**src/rtl/onehot_sel_seq.sv**
```systemverilog
// Registered one-hot select generator with direct-load and prescaled auto-scan
// modes; O, IDX and WRAP all come straight from flops.
module onehot_sel_seq #(
  parameter int SEL_W = 5,
  parameter int OUT_W = 32,
  parameter int DIV_W = 8
) (
  input  logic             clk_i,
  input  logic             rst_n_i,
  input  logic             en_i,
  input  logic [1:0]       mode_i,
  input  logic             ld_i,
  input  logic [SEL_W-1:0] s_i,
  input  logic [DIV_W-1:0] div_i,
  input  logic [SEL_W-1:0] last_i,
  output logic [OUT_W-1:0] o_o,
  output logic [SEL_W-1:0] idx_o,
  output logic             wrap_o,
  output logic             err_o
);

  localparam logic [1:0] MODE_OFF    = 2'b00;
  localparam logic [1:0] MODE_DIRECT = 2'b01;
  localparam logic [1:0] MODE_SCAN   = 2'b10;
  localparam logic [1:0] MODE_HOLD   = 2'b11;

  logic [SEL_W-1:0] idx_q, idx_d;
  logic [DIV_W-1:0] pre_q, pre_d;
  logic [OUT_W-1:0] o_q, o_d;
  logic             wrap_q, wrap_d;
  logic             err_q, err_d;
  logic             active;
  logic             in_range;

  // NOTE: every always_comb output gets a default first so no path infers a latch.
  always_comb begin
    idx_d  = idx_q;
    pre_d  = pre_q;
    wrap_d = 1'b0;
    if (en_i) begin
      case (mode_i)
        MODE_OFF: pre_d = '0;
        MODE_DIRECT: begin
          if (ld_i) idx_d = s_i;
          pre_d = '0;
        end
        MODE_SCAN: begin
          if (ld_i) begin
            idx_d = s_i;
            pre_d = '0;
          end else if (pre_q == div_i) begin
            pre_d = '0;
            // An index already past LAST wraps on its first step.
            if (idx_q >= last_i) begin
              idx_d  = '0;
              wrap_d = 1'b1;
            end else begin
              idx_d = idx_q + SEL_W'(1);
            end
          end else begin
            pre_d = pre_q + DIV_W'(1);
          end
        end
        MODE_HOLD: ;
        default: ;
      endcase
    end
  end

  // Decode from the next index so O and IDX change on the same edge.
  always_comb begin
    active   = en_i && (mode_i != MODE_OFF);
    in_range = int'(idx_d) < OUT_W;
    o_d      = '0;
    for (int i = 0; i < OUT_W; i++) begin
      o_d[i] = active && (idx_d == SEL_W'(i));
    end
    err_d = err_q | (active && !in_range);
  end

  // NOTE: sequential state uses non-blocking assignments only, so every flop
  // samples the pre-edge value of every other flop.
  always_ff @(posedge clk_i or negedge rst_n_i) begin
    if (!rst_n_i) begin
      idx_q  <= '0;
      pre_q  <= '0;
      o_q    <= '0;
      wrap_q <= 1'b0;
      err_q  <= 1'b0;
    end else begin
      idx_q  <= idx_d;
      pre_q  <= pre_d;
      o_q    <= o_d;
      wrap_q <= wrap_d;
      err_q  <= err_d;
    end
  end

  assign o_o    = o_q;
  assign idx_o  = idx_q;
  assign wrap_o = wrap_q;
  assign err_o  = err_q;

endmodule

```
**config.mk**
```make
export PLATFORM = sky130hd
export DESIGN_NAME = onehot_sel_seq
export DESIGN_NICKNAME = d
export VERILOG_FILES = /design/src/rtl/onehot_sel_seq.sv
export SDC_FILE = /design/constraint.sdc
export NUM_CORES = 1
export LEC_CHECK = 0
export BUFFER_PORTS_ARGS = -buffer_cell sky130_fd_sc_hd__buf_2
export CAP_MARGIN = 30
export CORE_UTILIZATION = 45
export CTS_CLUSTER_DIAMETER = 150
export DETAILED_ROUTE_END_ITERATION = 12
export PLACE_DENSITY_LB_ADDON = 0.05
export REMOVE_ABC_BUFFERS = 1
export SLEW_MARGIN = 20
export SYNTH_ARGS = -nofsm -noshare
export SYNTH_HDL_FRONTEND = slang
export SYNTH_SLANG_ARGS = --single-unit
```
**constraint.sdc**
```tcl
create_clock -name clk_i -period 5.21 [get_ports clk_i]
set_input_delay 1.042 -clock clk_i [delete_from_list [all_inputs] [get_ports clk_i]]
set_output_delay 1.042 -clock clk_i [all_outputs]
set_load 0.05 [all_outputs]
```
==> reports/results.tsv, run 1 <==
stage	metric	value	unit
worst_hold_path	whs_path_depth	1	
worst_hold_path	min_to	pre_q[6]	
setup_path	crit_path_max_incr_delay	0.48	ns
power	intPower	0.5608	mW
grt	grt_pass1_vias	1756	
power	share_comb_of_total_power	34.1	%
floorplanning	core_area	5140	µm²
setup_path	start_kind	primary input	
clocking	cts_root_buf	clkbuf_8	
grt	grt_overflow	0	
synthesis	synth_compound_gate_area_share	14.58	%
setup_path	worstReg2RegStart	idx_o[0]	
clocking	clk_pin_slew	0.08	ns
setup_path	r2r-end	o_o[22]	
power	powerDensity	321.8	nW/µm²
synthesis	yosys_warnings	0	
grt	grt_first_pass_wirelength	8273	µm
clocking	cts_hold_buffers	0	
synthesis	netlist_instances	232	
timing	fmax	0.3438	GHz
layout	antennaDiodeCount	0	
power	swShare	39.64	%
routing	postRouteAntennaNets	0	
floorplanning	rows	26	
power	leakagePower	1.437	nW
grt	antenna_found_initial	0	
power	p_clk_share	21.8	%
setup_path	reg2reg_slack	2.69	ns
timing	relSlewSlack	63.28	%
worst_hold_path	hold_class	reg -> reg	
placed_design	place.gp.congestion	0.9507	
synthesis	ys_types	48	
power	p_seq_share	44.1	%
floorplanning	die_area	5654	µm²
timing	hold_viol_final	0	
floorplanning	ios	63	
routing	drc	0	
routing	drt_iter0_markers	70	
routing	routed_wl	5173	µm
synthesis	synthAdderAreaFrac	5.708	%
layout	final_nets	331	
timing	tightest_slew	0.5508	ns
synthesis	synth_simple_gate_area_share	21.90	%
clocking	post_cts_buffers	0	
timing	holdWs	0.5577	ns
setup_path	r2r_cells	9	
timing	min_period	2.909	ns
layout	drive_above_1_share	33.11	%
timing	setup_tns	0	ns
clocking	htreeDepth	2	
outcome	status	finished, final reports clean	
setup_path	worstPathMaxFanout	4	
synthesis	syn_area	2411	µm²
timing	post-route-period-util	55.83	%
floorplanning	fp.dieH	75.20	µm
synthesis	avgSynthCellArea	10.39	µm²
routing	vias	1856	
setup_path	crit_chain	buf_2, inv_1, ha_1, and2_1, o21ai_0, a22o_1, a31o_2, a2111oi_4, nand3_2, nor2_1	
routing	firstDrtPassIters	4	
layout	area_delta_synth_final	19.72	%
setup_path	crit_path_top_delay_cell	a2111oi_4	
power	power	0.9290	mW
setup_path	required	5.43	ns
layout	fin_cells	366	
timing	rsz0062_at_grt	no	
placed_design	io_buffers	61	
synthesis	synth_top_family_by_area	simple AND/OR/NAND/NOR gates	
synthesis	synth_xor_area_share	6.124	%
routing	vias_per_cell	5.071	
run	maxCapViolCount	0	
grt	grt_use_total	19.97	%
clocking	cts_buffers	5	
power	ir_drop	0.0002737	V
placed_design	dp.cells	359	
synthesis	synth_edf_count	0	
setup_path	cp-end-kind	flop	
floorplanning	initial_utilization	46.91	%
synthesis	yosysSeqAreaShare	47.74	%
synthesis	synthMuxAreaShare	0.4152	%
timing	setup_slack	2.301	ns
clocking	clock-sinks	46	
setup_path	cp_top_family	compound AO/OA/AOI/OAI gates	
synthesis	synth_flop_cell	dfrtp_1	
synthesis	ys_seq_elements	46	
placed_design	pre_cts_ws	2.006	ns
timing	setup_viol	0	
synthesis	synth-async-reset-ratio	100.0	%
setup_path	critical_path_class	in -> reg	
clocking	clk_latency	0.29	ns
setup_path	cp_data_arrival_time	3.13	ns
routing	wl_per_cell	14.13	µm
clocking	cts_tree	yes	
floorplanning	die_x	75.20	µm
timing	clock_skew	0.007874	ns
timing	drv_slew	0	
grt	grt_max_degree	26	
setup_path	crit_buf_inv	2	
worst_hold_path	hold_start	pre_q[6]	
clocking	cts.repair.resized	0	
power	netSwitchingPower	0.3682	mW
clocking	clk_path_buf_depth	2	
placed_design	dp_hpwl	3967	µm
==> worst max path at each step <==
stage               from       to  slack, ns  depth (start not counted)
2_1_floorplan  mode_i[0]   o_o[3]       2.40                          9
3_3_place_gp   mode_i[0]   o_o[9]       2.08                         10
3_5_place_dp   mode_i[0]   o_o[9]       2.01                         10
4_1_cts        mode_i[0]   o_o[9]       2.30                         10
5_1_grt        mode_i[0]  o_o[14]       2.14                         10
6_report       mode_i[0]   o_o[7]       2.30                         10
==> per-layer routing <==
metal	GRT usage [%]	routed length [µm]	share of wire (%)	up-vias
li1	-	-	-	927
met1	27.35	2401	46	853
met2	32.03	2383	46	66
met3	3.748	296	5.7	10
met4	6.790	91	1.8	0
met5	0	0	0	-
==> final cells by class <==
type | count | area (µm²)
Inverter | 15 | 56.30
Timing Repair Buffer | 62 | 332.8
Clock buffer | 6 | 72.57
Multi-Input combinational cell | 166 | 1179
Tap cell | 70 | 87.58
Sequential cell | 46 | 1151
Clock inverter | 1 | 7.507
Fill cell | 481 | 2253
==> synth_stat cells, types with 4 or more instances <==
| cell type | instances | area, µm² |
|---|---|---|
| nor2_1 | 34 | 127.6 |
| o21ai_0 | 8 | 40.04 |
| nand3_1 | 10 | 50.05 |
| a21oi_1 | 5 | 25.02 |
| nand2b_1 | 7 | 43.79 |
| nand3_2 | 4 | 40.04 |
| xnor2_2 | 8 | 130.1 |
| nor3_1 | 10 | 50.05 |
| dfrtp_1 | 46 | 1151 |
| nand2_1 | 15 | 56.30 |
| inv_1 | 12 | 45.04 |
| a22o_1 | 4 | 35.03 |
| ha_1 | 11 | 137.6 |
| o21a_1 | 4 | 30.03 |
==> kinds of logic after synthesis <==
logic type                 after synthesis
adders and majority gates               11
buffers and inverters                   20
muxes                                    1
AOI/OAI and AO/OA                       45
DFF                                     46
and+or+nand+nor                         98
xor gates and xnor gates                10
other                                    1
==> state kept, by name (all words and copies together) (netlist names) <==
signal / cells
o_o: 32
wrap_o: 1
pre_q: 8
idx_o: 5
==> power groups by stage <==
stage | Clock (mW) | Sequential [mW] | Combinational (mW)
2_1_floorplan | 0 | 0.481 | 0.162
3_3_place_gp | 0 | 0.419 | 0.311
3_5_place_dp | 0 | 0.416 | 0.316
4_1_cts | 0.206 | 0.410 | 0.318
5_1_grt | 0.223 | 0.414 | 0.345
6_report | 0.203 | 0.410 | 0.317
==> cells in the final DEF, fill, tap and decap left out, types with 2 or more instances in the layout <==
master | synthesis | final
a21oi_1 | 5 | 5
a21oi_2 | 2 | 2
a22o_1 | 4 | 4
a31o_2 | 2 | 2
a31oi_1 | 3 | 3
and2b_1 | 2 | 2
buf_2 | 2 | 61
clkbuf_8 | 0 | 5
dfrtp_1 | 46 | 46
ha_1 | 11 | 11
inv_1 | 12 | 12
inv_2 | 3 | 3
nand2_1 | 15 | 15
nand2b_1 | 7 | 7
nand3_1 | 10 | 10
nand3_2 | 4 | 4
nand4_1 | 3 | 3
nand4_4 | 2 | 2
nor2_1 | 34 | 34
nor3_1 | 10 | 10
nor3b_1 | 2 | 2
o211ai_1 | 3 | 3
o21a_1 | 4 | 4
o21ai_0 | 8 | 8
o21ai_1 | 2 | 2
o31ai_1 | 3 | 3
or2_2 | 3 | 3
xnor2_2 | 8 | 8
==> worst reg2reg max path, cell delays in order, from the launching register on <==
cell and delay, ns:
dfrtp_1 0.46, inv_2 0.12, ha_1 0.27, nand2b_1 0.14, a31oi_1 0.20, o21a_1 0.28, nand3_1 0.17, a21oi_2 0.28
nand2b_1 0.25, nor3_1 0.26
==> per-stage QoR <==
| step | instance area [µm²] | utilization (%) |
|---|---|---|
| 2_1_floorplan | 2386 | - |
| 3_3_place_gp | 2779 | 54.07 |
| 3_5_place_dp | 2806 | 54.60 |
| 4_1_cts | 2887 | 56.16 |
| 5_1_grt | 2887 | 56.16 |
| 6_report | 2887 | 56.16 |
Note: power is estimated with default switching activity, not from simulation.
==> run 2, diff against run 1 <==
clock period = 2.76 ns   (was 5.21 ns; I/O delays follow)
==> run 2 against run 1 <==
Net effect: final area grew 1.3%; highest routed layer unchanged; die area is the same; sequential share of layout area shrank 0.53 points; critical path type is now reg -> reg.
==> reports/results.tsv, run 2 (synthesis results as in run 1) <==
stage	metric	value	unit	change
outcome	status	finished, final reports clean		
layout	area_delta_synth_final	21.33	%	
layout	final_nets	338		+2.1%
clocking	htreeDepth	2		unchanged
grt	grt_first_pass_wirelength	8431	µm	+1.9%
layout	drive_above_1_share	34.87	%	+1.8 points
clocking	clk_pin_slew	0.09	ns	about the same
grt	grt_use_total	20.09	%	+0.12 points
clocking	cts_tree	yes		
clocking	cts_root_buf	clkbuf_8		
worst_hold_path	hold_class	in -> async		
placed_design	io_buffers	61		unchanged
floorplanning	rows	26		unchanged
clocking	cts_hold_buffers	0		unchanged
power	powerDensity	613.6	nW/µm²	+91%
floorplanning	initial_utilization	46.91	%	unchanged
setup_path	start_kind	flop		
grt	grt_overflow	0		unchanged
placed_design	place.gp.congestion	0.9659		+1.6%
timing	rsz0062_at_grt	no		
timing	setup_slack	0.3124	ns	-1.989 ns
clocking	clock-sinks	46		unchanged
routing	vias_per_cell	5.086		+0.29%
timing	holdWs	0.08165	ns	-0.4760 ns
clocking	post_cts_buffers	0		unchanged
timing	clock_skew	0.005236	ns	-0.002638 ns
timing	setup_tns	0	ns	unchanged
layout	filler_cell_count	509		+5.8%
power	ir_drop	0.0005783	V	+110%
setup_path	critical_path_class	reg -> reg		
clocking	clk_path_buf_depth	2		unchanged
layout	largest_register_ffs	32		unchanged
timing	setup_viol	0		unchanged
floorplanning	core_area	5140	µm²	unchanged
routing	routed_wl	5129	µm	-0.85%
grt	grt_pass1_vias	1783		+1.5%
clocking	cts.repair.resized	0		unchanged
layout	final_cell_mix	buf_2 (61), dfrtp_1 (46), nor2_1 (34)		
run	maxCapViolCount	0		unchanged
grt	grt_max_degree	23		-12%
routing	vias	1902		+2.5%
power	leakagePower	1.470	nW	+2.3%
setup_path	required	2.97	ns	-2.46 ns
layout	multi_input_area	1179	µm²	unchanged
routing	postRouteAntennaNets	0		unchanged
routing	drc	0		unchanged
floorplanning	die_x	75.20	µm	unchanged
floorplanning	fp.dieH	75.20	µm	unchanged
placed_design	dp_hpwl	3875	µm	-2.3%
layout	register_area	1151	µm²	unchanged
routing	firstDrtPassIters	4		unchanged
timing	hold_viol_final	0		unchanged
setup_path	cp_data_arrival_time	2.66	ns	-0.47 ns
routing	drt_iter0_markers	110		+57%
setup_path	cp-end-kind	flop		
clocking	cts_buffers	5		unchanged
power	power	1.795	mW	+93%
layout	antennaDiodeCount	0		unchanged
floorplanning	die_area	5654	µm²	unchanged
timing	post-route-period-util	88.68	%	
floorplanning	ios	63		unchanged
grt	antenna_found_initial	0		unchanged
setup_path	worstPathMaxFanout	8		+4
routing	wl_per_cell	13.71	µm	-3.0%
layout	final_common_cell	buf_2		
placed_design	pre_cts_ws	0.1430	ns	-1.863 ns
timing	min_period	2.448	ns	
clocking	clk_latency	0.29	ns	about the same
timing	fmax	0.4086	GHz	
timing	drv_slew	0		unchanged
## run 2: cell count changes in the layout (fill, tap and decap cells not counted), sizes merged
cell,change
clkinv,+2
clkinvlp,-1
buf,+7
## run 2: report_power, final
part	total, mW	leakage, nW	internal [mW]	switching, mW
logic	0.631	0.790	0.185	0.446
clock network	0.406	0.0452	0.179	0.227
registers	0.759	0.635	0.713	0.0460
## run 2: metal layers
layer	wire length, µm	track usage [%]
met3	262	4.418
met2	2424	31.73
met1	2377	27.68
met4	65	6.379
met5	0	0
## run 2: area by class of cell
| cell class | count | share of cell area (%) |
|---|---|---|
| Inverter | 15 | 1.925 |
| Multi-Input combinational cell | 166 | 40.29 |
| Sequential cell | 46 | 39.35 |
| Clock inverter | 2 | 0.4705 |
| Clock buffer | 6 | 2.481 |
| Tap cell | 70 | 2.994 |
| Timing Repair Buffer | 69 | 12.49 |
## run 2: final timing paths
| check | startpoint | end | slack (ns) | depth (start not counted) |
|---|---|---|---|---|
| worst max-delay path | idx_o[0] | o_o[22] | 0.31 | 9 |
| worst min-delay path | rst_n_i | pre_q[0] | 0.08 | 1 |
| worst max register to register | idx_o[0] | o_o[22] | 0.31 | 9 |
| worst min register to register | pre_q[6] | pre_q[6] | 0.57 | 1 |
| max in group asynchronous | rst_n_i | o_o[30] | 2.17 | 2 |
| min in group clk_i | pre_q[6] | pre_q[6] | 0.57 | 1 |
## run 2: metrics by stage
| step | util (%) | cells | area (µm²) |
|---|---|---|---|
| global placement | 55.23 | 366 | 2839 |
| CTS | 56.91 | 374 | 2925 |
| finish | 56.91 | 374 | 2925 |
| global route | 56.91 | 374 | 2925 |
| floorplan | - | 227 | 2386 |
| detailed placement | 55.23 | 366 | 2839 |
## run 2: critical path, cell delays in order (launching register included)
cell and delay [ns]:
dfrtp_1 0.40, inv_2 0.13, ha_1 0.24, nand2b_1 0.14, a31oi_1 0.22, o21a_1 0.29, nand3_1 0.16, a21oi_2 0.28
nand2b_1 0.25, nor3_1 0.25
